## src/rtl/reg_bank_arbiter.sv

```systemverilog
// Round-robin write arbiter in front of a small register bank.
// Ports: clk/rest, req_valid/addr/data/ready per requester, rd_addr/rd_data, grant_id, wr_count.
module reg_bank_arbiter #(
  parameter int NREQ   = 4,
  parameter int WIDTH  = 4,
  parameter int DEPTH  = 4,
  parameter int ADDR_W = 2,
  localparam int ID_W  = (NREQ > 1) ? $clog2(NREQ) : 1
) (
  input  logic                   clk,
  input  logic                   rest,
  input  logic [NREQ-1:0]        req_valid,
  input  logic [NREQ*ADDR_W-1:0] req_addr,
  input  logic [NREQ*WIDTH-1:0]  req_data,
  output logic [NREQ-1:0]        req_ready,
  input  logic [ADDR_W-1:0]      rd_addr,
  output logic [WIDTH-1:0]       rd_data,
  output logic [ID_W-1:0]        grant_id,
  output logic [7:0]             wr_count
);

  logic [WIDTH-1:0]  bank_q [DEPTH];
  logic [WIDTH-1:0]  bank_d [DEPTH];
  logic [WIDTH-1:0]  rd_data_q, rd_data_d;
  logic [ID_W-1:0]   grant_id_q, grant_id_d;
  logic [7:0]        wr_count_q, wr_count_d;
  logic [ID_W-1:0]   ptr_q, ptr_d;

  logic              found;
  logic [ID_W-1:0]   grant_idx;
  logic              hs;
  logic [ADDR_W-1:0] waddr;
  logic [WIDTH-1:0]  wdata;

  // (base + off) mod NREQ; NREQ need not be a power of two.
  function automatic logic [ID_W-1:0] wrap_idx(input int base, input int off);
    int s;
    s = base + off;
    if (s >= NREQ) s = s - NREQ;
    return ID_W'(s);
  endfunction

  always_comb begin
    found     = 1'b0;
    grant_idx = '0;
    for (int off = 0; off < NREQ; off++) begin
      if (!found && req_valid[wrap_idx(int'(ptr_q), off)]) begin
        found     = 1'b1;
        grant_idx = wrap_idx(int'(ptr_q), off);
      end
    end
  end

  // No grant may be accepted in a reset cycle.
  assign hs = found & ~rest;

  always_comb begin
    req_ready = '0;
    if (hs) req_ready[grant_idx] = 1'b1;
  end

  always_comb begin
    waddr = req_addr[int'(grant_idx)*ADDR_W +: ADDR_W];
    wdata = req_data[int'(grant_idx)*WIDTH +: WIDTH];
  end

  always_comb begin
    for (int i = 0; i < DEPTH; i++) bank_d[i] = bank_q[i];
    ptr_d      = ptr_q;
    grant_id_d = grant_id_q;
    wr_count_d = wr_count_q;
    if (hs) begin
      // Out-of-range writes are accepted but dropped.
      if (int'(waddr) < DEPTH) bank_d[waddr] = wdata;
      ptr_d      = wrap_idx(int'(grant_idx), 1);
      grant_id_d = grant_idx;
      if (wr_count_q != 8'hFF) wr_count_d = wr_count_q + 8'd1;
    end
  end

  // Reads sample the pre-write bank, giving read-before-write.
  always_comb begin
    rd_data_d = '0;
    if (int'(rd_addr) < DEPTH) rd_data_d = bank_q[rd_addr];
  end

  always_ff @(posedge clk) begin
    if (rest) begin
      for (int i = 0; i < DEPTH; i++) bank_q[i] <= '0;
      rd_data_q  <= '0;
      grant_id_q <= '0;
      wr_count_q <= '0;
      ptr_q      <= '0;
    end else begin
      for (int i = 0; i < DEPTH; i++) bank_q[i] <= bank_d[i];
      rd_data_q  <= rd_data_d;
      grant_id_q <= grant_id_d;
      wr_count_q <= wr_count_d;
      ptr_q      <= ptr_d;
    end
  end

  assign rd_data  = rd_data_q;
  assign grant_id = grant_id_q;
  assign wr_count = wr_count_q;

endmodule

```

## config.mk

```make
export PLATFORM = sky130hd
export DESIGN_NAME = reg_bank_arbiter
export DESIGN_NICKNAME = d
export VERILOG_FILES = /design/src/rtl/reg_bank_arbiter.sv
export SDC_FILE = /design/constraint.sdc
export NUM_CORES = 1
export LEC_CHECK = 0
export ABC_AREA = 0
export CORE_ASPECT_RATIO = 1.5
export CORE_UTILIZATION = 41
export DETAILED_ROUTE_END_ITERATION = 8
export GPL_ROUTABILITY_DRIVEN = 0
export PLACE_DENSITY = 0.74
export SLEW_MARGIN = 20
export SYNTH_ARGS = -nofsm -noshare
export SYNTH_HDL_FRONTEND = slang
export SYNTH_SLANG_ARGS = --single-unit
export TNS_END_PERCENT = 1
```

## constraint.sdc

```tcl
create_clock -name clk -period 2.8 [get_ports clk]
set_input_delay 0.84 -clock clk [delete_from_list [all_inputs] [get_ports clk]]
set_output_delay 0.84 -clock clk [all_outputs]
set_load 0.01 [all_outputs]
```

# Yosys cells after proc, flatten, opt, wreduce, memory -nomap -nowiden
# Memory sizes are Yosys's and may differ from the RTL's. A register that Yosys moved wholly into a read port is not among the register bits.
# Cells that the tools add are included.
dict set report op_classes {
  add_sub_neg 10
  magnitude_cmp 13
  eq_ne 1
  shifts 2
  mux 35
  bitwise 7
  reduce_logical 9
}
# op count
set op_table {}
lappend op_table {{4-bit 2-to-1 mux} 6}
lappend op_table {{2-bit 2-to-1 mux} 9}
lappend op_table {{16-bit bitwise mux} 1}
lappend op_table {{16-bit 2-to-1 mux} 1}
lappend op_table {{16-bit by 5-bit indexed part select with 4-bit output} 1}
lappend op_table {{3-bit greater-or-equal comparator, second input constant} 5}
lappend op_table {{2-bit by 3-bit less-than comparator with 1-bit output, second input constant} 5}
lappend op_table {{1-bit 2-to-1 mux} 12}
lappend op_table {{2-bit by 1-bit subtractor with 2-bit output, second input constant} 5}
lappend op_table {{8-bit by 1-bit adder with 8-bit output, second input constant} 1}
lappend op_table {{1-bit binary-select mux with 2-bit select} 4}
lappend op_table {{4-bit demux with 2-bit select} 1}
lappend op_table {{8-bit inequality test, second input constant} 1}
lappend op_table {{8-bit by 4-bit indexed part select with 2-bit output} 1}
lappend op_table {{2-bit by 1-bit adder with 3-bit output, second input constant} 2}
lappend op_table {{2-bit by 2-bit adder with 3-bit output, second input constant} 2}
lappend op_table {{1-bit logical AND} 5}
lappend op_table {{1-bit OR} 4}
lappend op_table {{2-bit by 3-bit greater-or-equal comparator with 1-bit output, second input constant} 1}
lappend op_table {{1-bit logical NOT} 3}
lappend op_table {{3-bit by 1-bit less-than comparator with 1-bit output, second input constant} 1}
lappend op_table {{2-bit NOT with 3-bit output} 1}
lappend op_table {{1-bit demux with 2-bit select} 1}
lappend op_table {{2-bit by 1-bit greater-or-equal comparator with 1-bit output, second input constant} 1}
lappend op_table {{other kinds (3)} 3}
dict set report totals {
  ff_bits 12
  ram_bits 16
  word_cells 81
  n_memories 1
}
# name words width read_ports rd_clocked_by_memory_dff wr line
set memory_table {}
lappend memory_table {bank_q 4 4 5 1 4 22} ;# logic [WIDTH-1:0] bank_q [DEPTH];

# Depth between registers and ports, before layout
# Gate-level depths: netlist of run 1.
dict set report logic_depth {
  ltp_word 23
  ltp_mapped 9
}

# Worst setup path before layout of run 1
# OpenSTA, ideal clock, no wires.
dict set report synth_path {
  path_type {input to output}
  startpoint {in req_valid[0]}
  endpoint {out req_ready[0]}
  arrival_ns 2.082
  setup_slack_ns -0.122
  stages 7
  cell_sequence {and2_4 o211a_1 nor2_1 buf_2 inv_1 ha_1 and2_1}
}
dict set report synth_via {
  elab_chain_len 17
  word_cells_on_any_way 29
}
# element line
set synth_rtl {}
lappend synth_rtl {{start, declared} 12} ;# input logic [NREQ-1:0] req_valid,
lappend synth_rtl {{1-bit binary-select mux with 2-bit select} 47} ;# if (!found && req_valid[wrap_idx(int'(ptr_q), off)]) begin
lappend synth_rtl {{1-bit 2-to-1 mux (implied by the code)} 47}
lappend synth_rtl {{1-bit 2-to-1 mux} 47}
lappend synth_rtl {{1-bit logical NOT} 47}
lappend synth_rtl {{1-bit logical AND} 47}
lappend synth_rtl {{1-bit 2-to-1 mux} 47}
lappend synth_rtl {{1-bit logical NOT} 47}
lappend synth_rtl {{1-bit logical AND} 47}
lappend synth_rtl {{(+2 left out)} n/a}
lappend synth_rtl {{1-bit logical AND} 47}
lappend synth_rtl {{2-bit 2-to-1 mux (*)} 47}
lappend synth_rtl {{named net grant_idx[1]} 30} ;# logic [ID_W-1:0] grant_idx;
lappend synth_rtl {{2-bit by 3-bit less-than comparator with 1-bit output (implied by the code) / 2-bit by 1-bit greater-or-equal comparator with 1-bit output (equally long branches)} 59} ;# if (hs) req_ready[grant_idx] = 1'b1;
lappend synth_rtl {{1-bit logical AND (implied by the code)} 59}
lappend synth_rtl {{1-bit 2-to-1 mux (implied by the code)} 59}
lappend synth_rtl {{1-bit demux with 2-bit select (*)} 59}
lappend synth_rtl {{4-bit 2-to-1 mux (*)} 59}
lappend synth_rtl {{end, declared} 15} ;# output logic [NREQ-1:0] req_ready,
# The timed path passes the listed nets; every way through them passes the cells marked *. The select of a mux whose other input is x is not followed.

# Worst setup path in the final report of run 1
dict set report layout_path {
  startpoint {in req_valid[0]}
  endpoint {out req_ready[3]}
}
dict set report layout_via {
  elab_chain_len 17
  word_cells_on_any_way 29
}
# element line
set layout_rtl {}
lappend layout_rtl {{1-bit binary-select mux with 2-bit select} 47}
lappend layout_rtl {{1-bit 2-to-1 mux (implied by the code)} 47}
lappend layout_rtl {{1-bit 2-to-1 mux} 47}
lappend layout_rtl {{1-bit logical NOT} 47}
lappend layout_rtl {{1-bit logical AND} 47}
lappend layout_rtl {{1-bit 2-to-1 mux} 47}
lappend layout_rtl {{1-bit logical NOT} 47}
lappend layout_rtl {{1-bit logical AND} 47}
lappend layout_rtl {{1-bit 2-to-1 mux} 47}
lappend layout_rtl {{1-bit logical NOT} 47}
lappend layout_rtl {{1-bit logical AND} 47}
lappend layout_rtl {{2-bit 2-to-1 mux} 47}
lappend layout_rtl {{2-bit by 3-bit less-than comparator with 1-bit output (implied by the code) / 2-bit by 1-bit greater-or-equal comparator with 1-bit output (equally long branches)} 59}
lappend layout_rtl {{1-bit logical AND (implied by the code)} 59}
lappend layout_rtl {{1-bit 2-to-1 mux (implied by the code)} 59}
lappend layout_rtl {{1-bit demux with 2-bit select} 59}
lappend layout_rtl {{4-bit 2-to-1 mux (*)} 59}
# Mark *: on every way between the ends. The rest lies on a longest branch, timed or not. The select of a mux whose other input is x is not followed.

==> flow_metrics.py, run 1 <==
metrics = {
    "status": {
        "status": "complete, but fails checks",
        "violations": "design-rule violations, negative setup slack",
    },
    "drt": {
        "post_drt_wl_per_cell_um": 13.6,
        "vias": 1575,
        "viasPerCell": 5.13,
        "drtIter0Drc": 35,
        "ant_nets": 0,
        "drtPass1Iterations": 6,
        "wl_um": 4190,
        "drc_errors": 9,
    },
    "clock_network": {
        "clock_path_buffers": 2,
        "h-tree-depth": 2,
        "clk_pin_slew_ns": 0.06,
        "cts_buffers": 5,
        "clk_latency_ns": 0.27,
        "cts_hold_buf": 0,
        "cts_root_buf": "clkbuf_8",
        "cts_sinks": 32,
        "cts_tree": "built",
    },
    "global_route": {
        "grt_max_degree": 36,
        "grt_pass1_vias": 1611,
        "grt_usage": 0.190,
        "grt_pass1_wl_um": 7070,
        "grt_overflow": 0,
        "antenna_found_initial": 0,
    },
    "floorplanning": {
        "ioPinCount": 50,
        "core_area_mm2": 0.00428,
        "rows": 29,
        "die_area_mm2": 0.00476,
        "die_h_um": 84,
        "initial_core_util": 0.429,
        "die-width_um": 56.7,
    },
    "synth": {
        "synth_fp_nets": 216,
        "synth_edf_count": 0,
        "ys_types": 45,
        "synth_top_area_frac": 0.349,
        "postSynthAreaPerCell_um2": 10.3,
        "yosys.area.top_type": "dfxtp_1",
        "yosysMostFrequentCell": "dfxtp_1",
        "synth_common_cells": "32 x dfxtp_1, 26 x mux2i_1, 20 x nand2b_1",
        "ys_seq_area_frac": 0.349,
        "synth_seq_cells": 32,
        "synth.top_cells.by_area": "dfxtp_1 35%, mux2i_1 14%, nand2b_1 6.8%",
        "netlist_area_mm2": 0.00184,
        "syn_inst": 179,
        "ys_warn_count": 0,
        "synth_flop_cell": "dfxtp_1",
        "async_flop_share": 0,
    },
    "setup_path": {
        "worstPathArrival_ns": 2.04,
        "crit_path_start_kind": "primary input",
        "cp.required_ns": 1.96,
        "worst_setup_path_end_kind": "output pin",
        "reg2reg_slack_ns": 0.33,
        "r2r-start": "ptr_q[1]$_SDFFE_PP0P_",
        "crit_start": "req_valid[0]",
        "reg2reg_to": "bank_q[0][3]$_SDFFE_PP0P_",
        "path_class": "in -> out",
        "reg2regPathDepth": 14,
        "crit_path_end": "req_ready[3]",
        "crit_fanout": 4,
    },
    "timing": {
        "max_slew.worst_pin.slew_ns": 0.537,
        "maxSlewViolCount": 0,
        "fin_skew_ns": 0.00470,
        "max_slew_margin": 0.639,
        "max_freq_mhz": 348,
        "hold_ws_ns": 0.472,
        "setup-violations-final": 4,
        "setup_slack_ns": -0.0759,
        "rsz0062_at_grt": "yes",
        "hold_viol_final": 0,
        "period_share": 1.03,
        "final.min_clock_period_ns": 2.88,
    },
    "pwr": {
        "p_leak_nw": 1.11,
        "powerDensity_mw_per_mm2": 535,
        "power_switching_mw": 0.440,
        "peakVddDrop_uv": 358,
        "p_comb_frac": 0.404,
        "seq_power_share": 0.380,
        "switching_share": 0.297,
        "internal_power_mw": 1.04,
        "clkPwrFrac": 0.217,
    },
    "place": {
        "placed_cell_area_mm2": 0.00252,
        "hpwlAfterDp_um": 3010,
        "port_buffers": 49,
        "dp_slack_ns": -0.999,
    },
    "final_layout": {
        "nNetsFinal": 298,
        "multi_input_area_mm2": 0.00122,
        "seqCellArea_um2": 641,
        "synthToLayoutAreaGrowth_pct": 50.5,
        "design_area_mm2": 0.00277,
        "nFillCells": 356,
        "antennaDiodeCount": 0,
        "drive_above_1_share": 0.314,
    },
    "worst_hold_path": {
        "min_path_type": "reg -> reg",
    },
    "run": {
        "maxCapViolations": 0,
    },
}
[through the flow]
step,cells,total power [mW],setup TNS (ns),utilization
floorplan,179,0.888,-0.284,-
global placement,291,1.08,-9.26,0.590
detailed placement,291,1.09,-9.89,0.590
CTS,307,1.48,-0.265,0.643
global route,307,1.57,-0.551,0.646
finish,307,1.48,-0.270,0.646
[critical path: stages]
cell and delay [ns]:
buf_6 0.10, and2_4 0.16, and2_0 0.12, or3_4 0.39
clkinv_4 0.09, ha_4 0.12, and2_4 0.12, buf_6 0.09
[worst min-delay path by stage]
| stage | to | slack [ns] | cells after the start | startpoint |
|---|---|---|---|---|
| finish | grant_id[0]$_SDFFE_PP0P_ | 0.47 | 2 | grant_id[0]$_SDFFE_PP0P_ |
| global route | bank_q[2][2]$_SDFFE_PP0P_ | 0.50 | 2 | bank_q[2][2]$_SDFFE_PP0P_ |
| CTS | bank_q[0][2]$_SDFFE_PP0P_ | 0.48 | 2 | bank_q[0][2]$_SDFFE_PP0P_ |
| detailed placement | bank_q[0][2]$_SDFFE_PP0P_ | 0.46 | 2 | bank_q[0][2]$_SDFFE_PP0P_ |
| global placement | bank_q[2][3]$_SDFFE_PP0P_ | 0.46 | 2 | bank_q[2][3]$_SDFFE_PP0P_ |
| floorplan | bank_q[2][0]$_SDFFE_PP0P_ | 0.45 | 2 | bank_q[2][0]$_SDFFE_PP0P_ |
[power by group through the flow]
stage / combinational (mW) / clock, mW / sequential (mW)
after floorplan: 0.317 / 0 / 0.570
after global placement: 0.508 / 0 / 0.569
after detailed placement: 0.517 / 0 / 0.571
after CTS: 0.583 / 0.331 / 0.562
after global routing: 0.646 / 0.351 / 0.573
final: 0.598 / 0.321 / 0.562
[kinds of logic after synthesis]
kind of cell,Yosys count,synth area share
buf+inv,11,0.0361
fa+ha+maj,5,0.0340
simple gates,71,0.226
compound gates,20,0.112
xor+xnor,6,0.0286
flops,32,0.349
mux,34,0.215
[sequential cells by signal, summed over array words and instances, names as in the netlist]
| name | count |
|---|---|
| ptr_q | 2 |
| bank_q | 16 |
| rd_data | 4 |
| wr_count | 8 |
| grant_id | 2 |
[layer usage]
layer  up-vias  share of wire  routed length, um  track usage
li1        800              -                  -            -
met1       734           0.40               1680        0.206
met2        36           0.54               2280        0.351
met3         5          0.039                164       0.0310
met4         0          0.015                 62       0.0818
met5         -              0                  0            0
[timing repair]
item / 4_1_cts / 5_1_grt
setup endpoints to repair: 20 / 20
setup buffers: 9 / 0
pin swaps: 7 / 3
gates resized for setup: 56 / 6
[cells in the final DEF (no fill, tap or decap), drive strengths merged, types with 6 or more instances in the layout]
master / instances
nor2b: 6
nand3: 8
nand2: 7
clkdlybuf4s50: 41
mux2i: 26
nor2: 11
dfxtp: 32
buf: 41
nand2b: 20
and2: 6
clkbuf: 6
[area by class of cell]
cell class | count | share of cell area
Clock buffer | 6 | 0.0262
Inverter | 4 | 0.00724
Clock inverter | 1 | 0.00181
Tap cell | 46 | 0.0208
Multi-Input combinational cell | 136 | 0.442
Sequential cell | 32 | 0.232
Timing Repair Buffer | 82 | 0.270
No activity file was read; power rests on OpenSTA's default activity.
==> inputs of run 2 (changes only) <==
Settings changed: ABC_CLOCK_PERIOD_IN_PS set to 2800, CELL_PAD_IN_SITES_DETAIL_PLACEMENT set to 1, CELL_PAD_IN_SITES_GLOBAL_PLACEMENT set to 2, CORE_UTILIZATION 41 to 27, PLACE_DENSITY 0.74 to 0.79.
==> flow_metrics.py, run 2 (same netlist as run 1, synthesis figures left out) <==
metrics = {
    "status": {
        "status": "complete, but fails checks",
        "violations": "negative setup slack",
    },
    "timing": {
        "rsz0062_at_grt": "yes",
        "max_slew_margin": 0.621,
        "max_slew.worst_pin.slew_ns": 0.565,
        "setup-violations-final": 4,
        "maxSlewViolCount": 0,
        "fin_tns_setup_ns": -0.425,
        "final.min_clock_period_ns": 2.92,
        "fin_skew_ns": 0.0103,
        "setup_slack_ns": -0.118,
        "max_freq_mhz": 343,
        "hold_viol_final": 0,
        "period_share": 1.04,
    },
    "clock_network": {
        "clock_path_buffers": 2,
        "cts_buffers": 5,
        "cts_root_buf": "clkbuf_8",
        "cts_tree": "built",
        "clk_latency_ns": 0.28,
        "clk_pin_slew_ns": 0.07,
        "cts_sinks": 32,
        "cts_hold_buf": 0,
        "h-tree-depth": 2,
    },
    "pwr": {
        "p_leak_nw": 1.15,
        "seq_power_share": 0.354,
        "p_total_mw": 1.59,
        "powerDensity_mw_per_mm2": 558,
        "p_comb_frac": 0.374,
        "switching_share": 0.290,
        "clkPwrFrac": 0.272,
        "peakVddDrop_uv": 318,
        "power_switching_mw": 0.462,
        "internal_power_mw": 1.13,
    },
    "floorplanning": {
        "die_h_um": 103,
        "initial_core_util": 0.281,
        "rows": 36,
        "die_area_mm2": 0.00715,
        "core_area_mm2": 0.00653,
        "die-width_um": 69.4,
        "ioPinCount": 50,
    },
    "setup_path": {
        "worstPathArrival_ns": 2.08,
        "cp.required_ns": 1.96,
        "worst_setup_path_end_kind": "output pin",
        "r2r-start": "ptr_q[1]$_SDFFE_PP0P_",
        "crit_path_start_kind": "primary input",
        "crit_start": "req_valid[3]",
        "path_class": "in -> out",
        "crit_fanout": 4,
    },
    "final_layout": {
        "post-route-util": 0.437,
        "nNetsFinal": 300,
        "largest_register": "bank_q",
        "multi_input_area_mm2": 0.00122,
        "mostFrequentLayoutCells": "41 x clkdlybuf4s50_1, 32 x dfxtp_1, 32 x buf_4",
        "final_common_cell": "clkdlybuf4s50_1",
        "largest_register_ffs": 16,
        "nFillCells": 717,
        "seqCellArea_um2": 641,
        "drive_above_1_share": 0.322,
        "design_area_mm2": 0.00285,
        "antennaDiodeCount": 0,
        "synthToLayoutAreaGrowth_pct": 55.2,
    },
    "drt": {
        "drc_errors": 0,
        "post_drt_wl_per_cell_um": 14.2,
        "ant_nets": 0,
        "drtIter0Drc": 26,
        "vias": 1619,
        "wl_um": 4840,
        "viasPerCell": 4.76,
        "drtPass1Iterations": 4,
    },
    "place": {
        "placed_cell_area_mm2": 0.00259,
        "hpwlAfterDp_um": 3640,
        "dp_slack_ns": -1.01,
        "port_buffers": 49,
    },
    "global_route": {
        "grt_max_degree": 36,
        "grt_pass1_wl_um": 8210,
        "grt_pass1_vias": 1758,
        "antenna_found_initial": 0,
        "grt_usage": 0.142,
        "grt_overflow": 0,
    },
    "worst_hold_path": {
        "min_path_type": "reg -> reg",
        "min_from": "grant_id[0]$_SDFFE_PP0P_",
    },
    "run": {
        "maxCapViolations": 0,
    },
}
==> run 2: power by group through the flow <==
stage               Clock (mW)  Sequential [mW]  Combinational (mW)
floorplan                    0            0.570               0.317
global placement             0            0.570               0.524
detailed placement           0            0.573               0.536
CTS                      0.449            0.563               0.580
global route             0.468            0.571               0.652
finish                   0.432            0.563               0.596
==> run 2: worst max-delay path, stage by stage <==
cell,delay [ns]
clkdlybuf4s15_2,0.19
inv_2,0.06
buf_6,0.09
o211a_1,0.20
nor2_4,0.05
buf_6,0.12
buf_4,0.13
ha_4,0.14
and2_4,0.13
buf_6,0.11
==> run 2: layout make-up <==
type                       instances  area share
inverter                           4     0.00789
timing repair buffer              84       0.267
clock buffer                       6      0.0254
multi-input combinational        136       0.429
sequential                        32       0.225
tap                               76      0.0333
clock inverter                     2      0.0123
==> run 2: repair_timing <==
action	4_1_cts	5_1_grt
gates resized for setup	50	11
endpoints found under the setup margin	20	4
pin swaps	6	6
endpoints found under the hold margin	0	0
buffers inserted	5	2
==> run 2: per-layer routing <==
| metal | track usage | share of wire | up-vias |
|---|---|---|---|
| li1 | - | - | 799 |
| met1 | 0.164 | 0.41 | 784 |
| met2 | 0.269 | 0.54 | 30 |
| met3 | 0.0166 | 0.034 | 6 |
| met4 | 0.0518 | 0.014 | 0 |
| met5 | 0 | 0 | - |
==> run 2: metrics by stage <==
step                cells  hold WS [ns]
finish                340         0.459
global route          340         0.484
CTS                   338         0.464
detailed placement    325         0.454
global placement      325         0.451
floorplan             179         0.445
==> run 2: worst paths after layout <==
kind / depth (start not counted) / endpoint / slack [ns]
setup / recovery: 10 / req_ready[3] / -0.12
setup reg to reg: 8 / bank_q[3][2]$_SDFFE_PP0P_ / 0.47
hold / removal: 2 / grant_id[0]$_SDFFE_PP0P_ / 0.46
hold reg to reg: 2 / grant_id[0]$_SDFFE_PP0P_ / 0.46
==> patch 1 (config.mk and constraints of run 1) <==
The parameter `NREQ` goes from 4 to 2.
--- a/src/rtl/reg_bank_arbiter.sv
+++ b/src/rtl/reg_bank_arbiter.sv
@@ -3,3 +3,3 @@
 module reg_bank_arbiter #(
-  parameter int NREQ   = 4,
+  parameter int NREQ   = 2,
   parameter int WIDTH  = 4,
Ports: changed (5 resized); port bits go from 50 to 33. No check against the original RTL was run, so the function may have changed too.
==> patch 1 against run 1 <==
Routed wire length fell by 21%. Design area fell by 29%. Die area fell by 19%. Synthesized cell count fell by 19%. Setup slack improved by 0.16 ns. Sequential cell count fell by 2. Area after synthesis fell by 19%. Register-to-register slack improved by 0.61 ns. Critical path type unchanged.
Power is not compared: it rests on default switching activity, and its combinational part moved more than twofold at a synthesized area within 25%.
==> patch 1: results (changes against run 1) <==
{| class="wikitable"
! Metric !! Value
|-
| Clock skew after layout || 0.004852 ns (was 0.004695 ns)
|-
| Multi-input combinational area share || 42.74% (was 44.19%)
|-
| Bufs w/o clock || 39 (was 82)
|-
| Run status || finished clean (was complete, but fails checks)
|-
| Layout clock buffer count || 7 (was 6)
|-
| Reg-to-reg startpoint || ptr_q (was ptr_q[1])
|-
| Post-route met1 wirelength || 1.323 mm (was 1.682 mm)
|-
| Startpoint of the worst hold path || wr_count[3] (was grant_id[0])
|-
| Wire length of the first global-routing pass || 5.347 mm (was 7.072 mm)
|-
| FF/Latch Area || 600.6 um2 (was 640.6 um2)
|-
| Total Nets Final || 205 (was 298)
|-
| Capture endpoint of the worst hold path || wr_count[3] (was grant_id[0])
|-
| Share of cell area taken by muxes after synthesis || 19.56% (was 21.51%)
|-
| Syn Inst Count || 145 (was 179)
|-
| Filler Cell Count || 301 (was 356)
|-
| Met2 track demand over resource in global routing || 33.63% (was 35.06%)
|-
| Sum of met3 wire segment lengths after detailed routing || 202 um (was 164 um)
|-
| Worst r2r dst || bank_q[2][2] (was bank_q[0][3])
|-
| Start point of the critical path || req_valid[1] (was req_valid[0])
|-
| Standard cell area after detailed placement || 1884 um2 (was 2525 um2)
|-
| R2r setup slk || 0.94 ns (was 0.33 ns)
|-
| Fraction of final layout cells with drive strength greater than 1 || 22.46% (was 31.42%)
|-
| Share of synthesized cell area in full adder, half adder and majority cells || 0.8432% (was 3.404%)
|-
| First-iteration detailed-routing DRC count || 37 (was 35)
|-
| Dpl hpwl || 2.378 mm (was 3.007 mm)
|-
| Final standard cell count with taps included and fillers excluded || 229 (was 307)
|-
| Number of buffer cells added on primary ports || 32 (was 49)
|-
| DRT Wirelength || 3.306 mm (was 4.189 mm)
|-
| Share of the synthesized area in compound gates (AO/OA/AOI/OAI) || 15.09% (was 11.16%)
|-
| # resized after CTS || 3 (was 56)
|-
| Ranking of synthesized cells by instance count || 30 x sky130_fd_sc_hd__dfxtp_1, 21 x sky130_fd_sc_hd__nor2b_1, 16 x sky130_fd_sc_hd__mux2_2 (was 32 x sky130_fd_sc_hd__dfxtp_1, 26 x sky130_fd_sc_hd__mux2i_1, 20 x sky130_fd_sc_hd__nand2b_1)
|-
| DR WL met2 || 1.700 mm (was 2.280 mm)
|-
| Via density per instance || 5.528 (was 5.130)
|-
| Non-clock buffer contribution to total cell area || 18.77% (was 27.05%)
|-
| Max transition margin || 71.74% (was 63.86%)
|-
| Met3 demand-to-capacity share in global routing || 6.387% (was 3.101%)
|}
## patch 1: changes by cell type after synthesis, sizes merged, moves of 5 or more
cell           run 1  this run
and2               6         0
mux2               4        16
mux2i             26         2
nand2b            20         1
nor2              11         6
nor2b              6        22
## patch 1: worst max-delay path, cell delays in order
cell and delay (ns):
sky130_fd_sc_hd__clkdlybuf4s50_1 0.46, sky130_fd_sc_hd__a21bo_2 0.25, sky130_fd_sc_hd__nor2_1 0.07, sky130_fd_sc_hd__dlygate4sd2_1 0.27
## patch 1: power breakdown
group          internal, W  switching [W]  total, W
clock             0.000198       0.000162  0.000359
combinational    0.0000792      0.0000657  0.000145
sequential        0.000443      0.0000126  0.000456
## patch 1: stage by stage
stage	worst slack (ns)	setup TNS [ns]	hold WS [ns]
2_1_floorplan	0.3062	0	0.5264
3_3_place_gp	-0.2879	-0.5369	0.5154
3_5_place_dp	-0.2963	-0.7866	0.5216
4_1_cts	0.06402	0	0.5301
5_1_grt	0.005168	0	0.5430
6_report	0.07917	0	0.5252
==> patch 2 (config.mk and constraints of run 1) <==
Without the edit above. Put one more register stage on the output `wr_count`. The value now appears one clock later. The other outputs are not delayed to match.
--- a/src/rtl/reg_bank_arbiter.sv
+++ b/src/rtl/reg_bank_arbiter.sv
@@ -104,3 +104,5 @@
   assign grant_id = grant_id_q;
-  assign wr_count = wr_count_q;
+  always_ff @(posedge clk) begin
+    wr_count <= wr_count_q;
+  end
 
Behaviour: not the same (a bounded check fails within 4 cycles, from zero or initial values).
==> patch 2 against run 1 <==
The run ends with negative setup slack left. Total power rose by 24%. Highest routed layer unchanged. Hold slack got worse by 0.090 ns. Sequential cell count increased by 8. Area after synthesis increased by 6.3%. Setup slack got worse by 0.18 ns. Largest power group is now registers. Design area up 4.8%. Routed wire length grew 6.6%.
==> patch 2: results (changes against run 1) <==
{| class="wikitable"
! Metric !! Value
|-
| Run status || complete, but fails checks (unchanged)
|-
| Violations in the final reports || negative setup slack (was design-rule violations, negative setup slack)
|-
| DR WL met2 || 2.422 mm (was 2.280 mm)
|-
| Max transition margin || 73.49% (was 63.86%)
|-
| Via count of the first global-routing pass || 1599 (was 1611)
|-
| Fraction of final layout cells with drive strength greater than 1 || 29.30% (was 31.42%)
|-
| Library cells used by synthesis || 39 (was 45)
|-
| Cell type of the slowest stage on the worst timing path || sky130_fd_sc_hd__or4_4 (was sky130_fd_sc_hd__or3_4)
|-
| Avg Cell Area, Syn || 11.04 um2 (was 10.27 um2)
|-
| Clock buffer depth || 2 (unchanged)
|-
| Met2 track demand over resource in global routing || 35.42% (was 35.06%)
|-
| Total placed cells including tap cells || 307 (was 291)
|-
| Via density per instance || 4.925 (was 5.130)
|-
| Final critical-path setup slack || -0.2574 ns (was -0.07591 ns)
|-
| GRT Total Usage || 19.94% (was 18.98%)
|-
| Worst-path fanout max || 3 (was 4)
|-
| First drt pass iteration count || 4 (was 6)
|-
| Start point of the critical path || req_valid[0] (unchanged)
|-
| Filler Cell Count || 376 (was 356)
|-
| First-iteration detailed-routing DRC count || 13 (was 35)
|-
| DRT Wirelength || 4.464 mm (was 4.189 mm)
|-
| Largest cells by area after synthesis || sky130_fd_sc_hd__dfxtp_1 41%, sky130_fd_sc_hd__mux2i_1 13%, sky130_fd_sc_hd__nand2b_1 5.4% (was sky130_fd_sc_hd__dfxtp_1 35%, sky130_fd_sc_hd__mux2i_1 14%, sky130_fd_sc_hd__nand2b_1 6.8%)
|-
| Final setup fails || 4 (unchanged)
|-
| Post-synthesis sequential area ratio || 40.97% (was 34.85%)
|-
| Standard cell area after detailed placement || 2693 um2 (was 2525 um2)
|-
| Data arrival at the endpoint of the critical path || 2.22 ns (was 2.04 ns)
|-
| Total negative setup slack || -0.9285 ns (was -0.2705 ns)
|-
| Dpl hpwl || 3.348 mm (was 3.007 mm)
|-
| Nets in the synthesized netlist || 214 (was 216)
|-
| Static Leakage || 1.200 nW (was 1.113 nW)
|-
| Clock skew after layout || 0.003800 ns (was 0.004695 ns)
|-
| Wirelength per Cell || 13.95 um (was 13.64 um)
|-
| R2r setup slk || 0.71 ns (was 0.33 ns)
|-
| Antenna fix cells || 0 (unchanged)
|-
| Sum of met3 wire segment lengths after detailed routing || 120 um (was 164 um)
|-
| Wire length of the first global-routing pass || 7.507 mm (was 7.072 mm)
|-
| Critical path endpoint || req_ready[2] (was req_ready[3])
|-
| Worst Reg-to-Reg Cells || 8 (was 14)
|}
## patch 2: cell type report
class | count | area (um2) | area share (%)
clock buffer | 5 | 68.82 | 2.373
clock inverter | 2 | 60.06 | 2.071
inverter | 4 | 22.52 | 0.7765
multi-input combinational | 129 | 1165 | 40.16
sequential | 40 | 800.8 | 27.61
tap | 64 | 80.08 | 2.761
timing repair buffer | 76 | 703.2 | 24.25
## patch 2: cells by family (layout without fill, tap and decap cells)
| logic type | after synthesis | in the layout | share of synthesized area [%] |
|---|---|---|---|
| simple gates | 60 | 60 | 19.08 |
| flops | 40 | 40 | 40.97 |
| mux | 33 | 33 | 19.72 |
| compound gates | 26 | 26 | 12.87 |
| buf+inv | 8 | 87 | 1.921 |
| fa+ha+maj | 5 | 5 | 3.201 |
| xor+xnor | 5 | 5 | 2.241 |
## patch 2: worst min-delay path by stage
stage | from | end | slack, ns | cells past startpoint
CTS | wr_count_q[5] | wr_count[5] | 0.38 | 0
floorplan | wr_count_q[5] | wr_count[5] | 0.35 | 0
global route | wr_count_q[7] | wr_count[7] | 0.40 | 0
finish | wr_count_q[5] | wr_count[5] | 0.38 | 0
global placement | wr_count_q[5] | wr_count[5] | 0.36 | 0
detailed placement | wr_count_q[5] | wr_count[5] | 0.37 | 0
## patch 2: timing repair
item / 4_1_cts / 5_1_grt
pin swaps: 4 / 1
setup endpoints to repair: 8 / 4
resized for setup: 45 / 0
buffers inserted: 5 / 1
## patch 2: power by group
| part | internal, W | total, W | switching [W] | leakage (nW) |
|---|---|---|---|---|
| clock network | 0.000351 | 0.000544 | 0.000193 | 0.0642 |
| logic | 0.000331 | 0.000594 | 0.000263 | 0.810 |
| registers | 0.000652 | 0.000699 | 0.0000472 | 0.327 |
| total | 0.00133 | 0.00184 | 0.000503 | 1.20 |
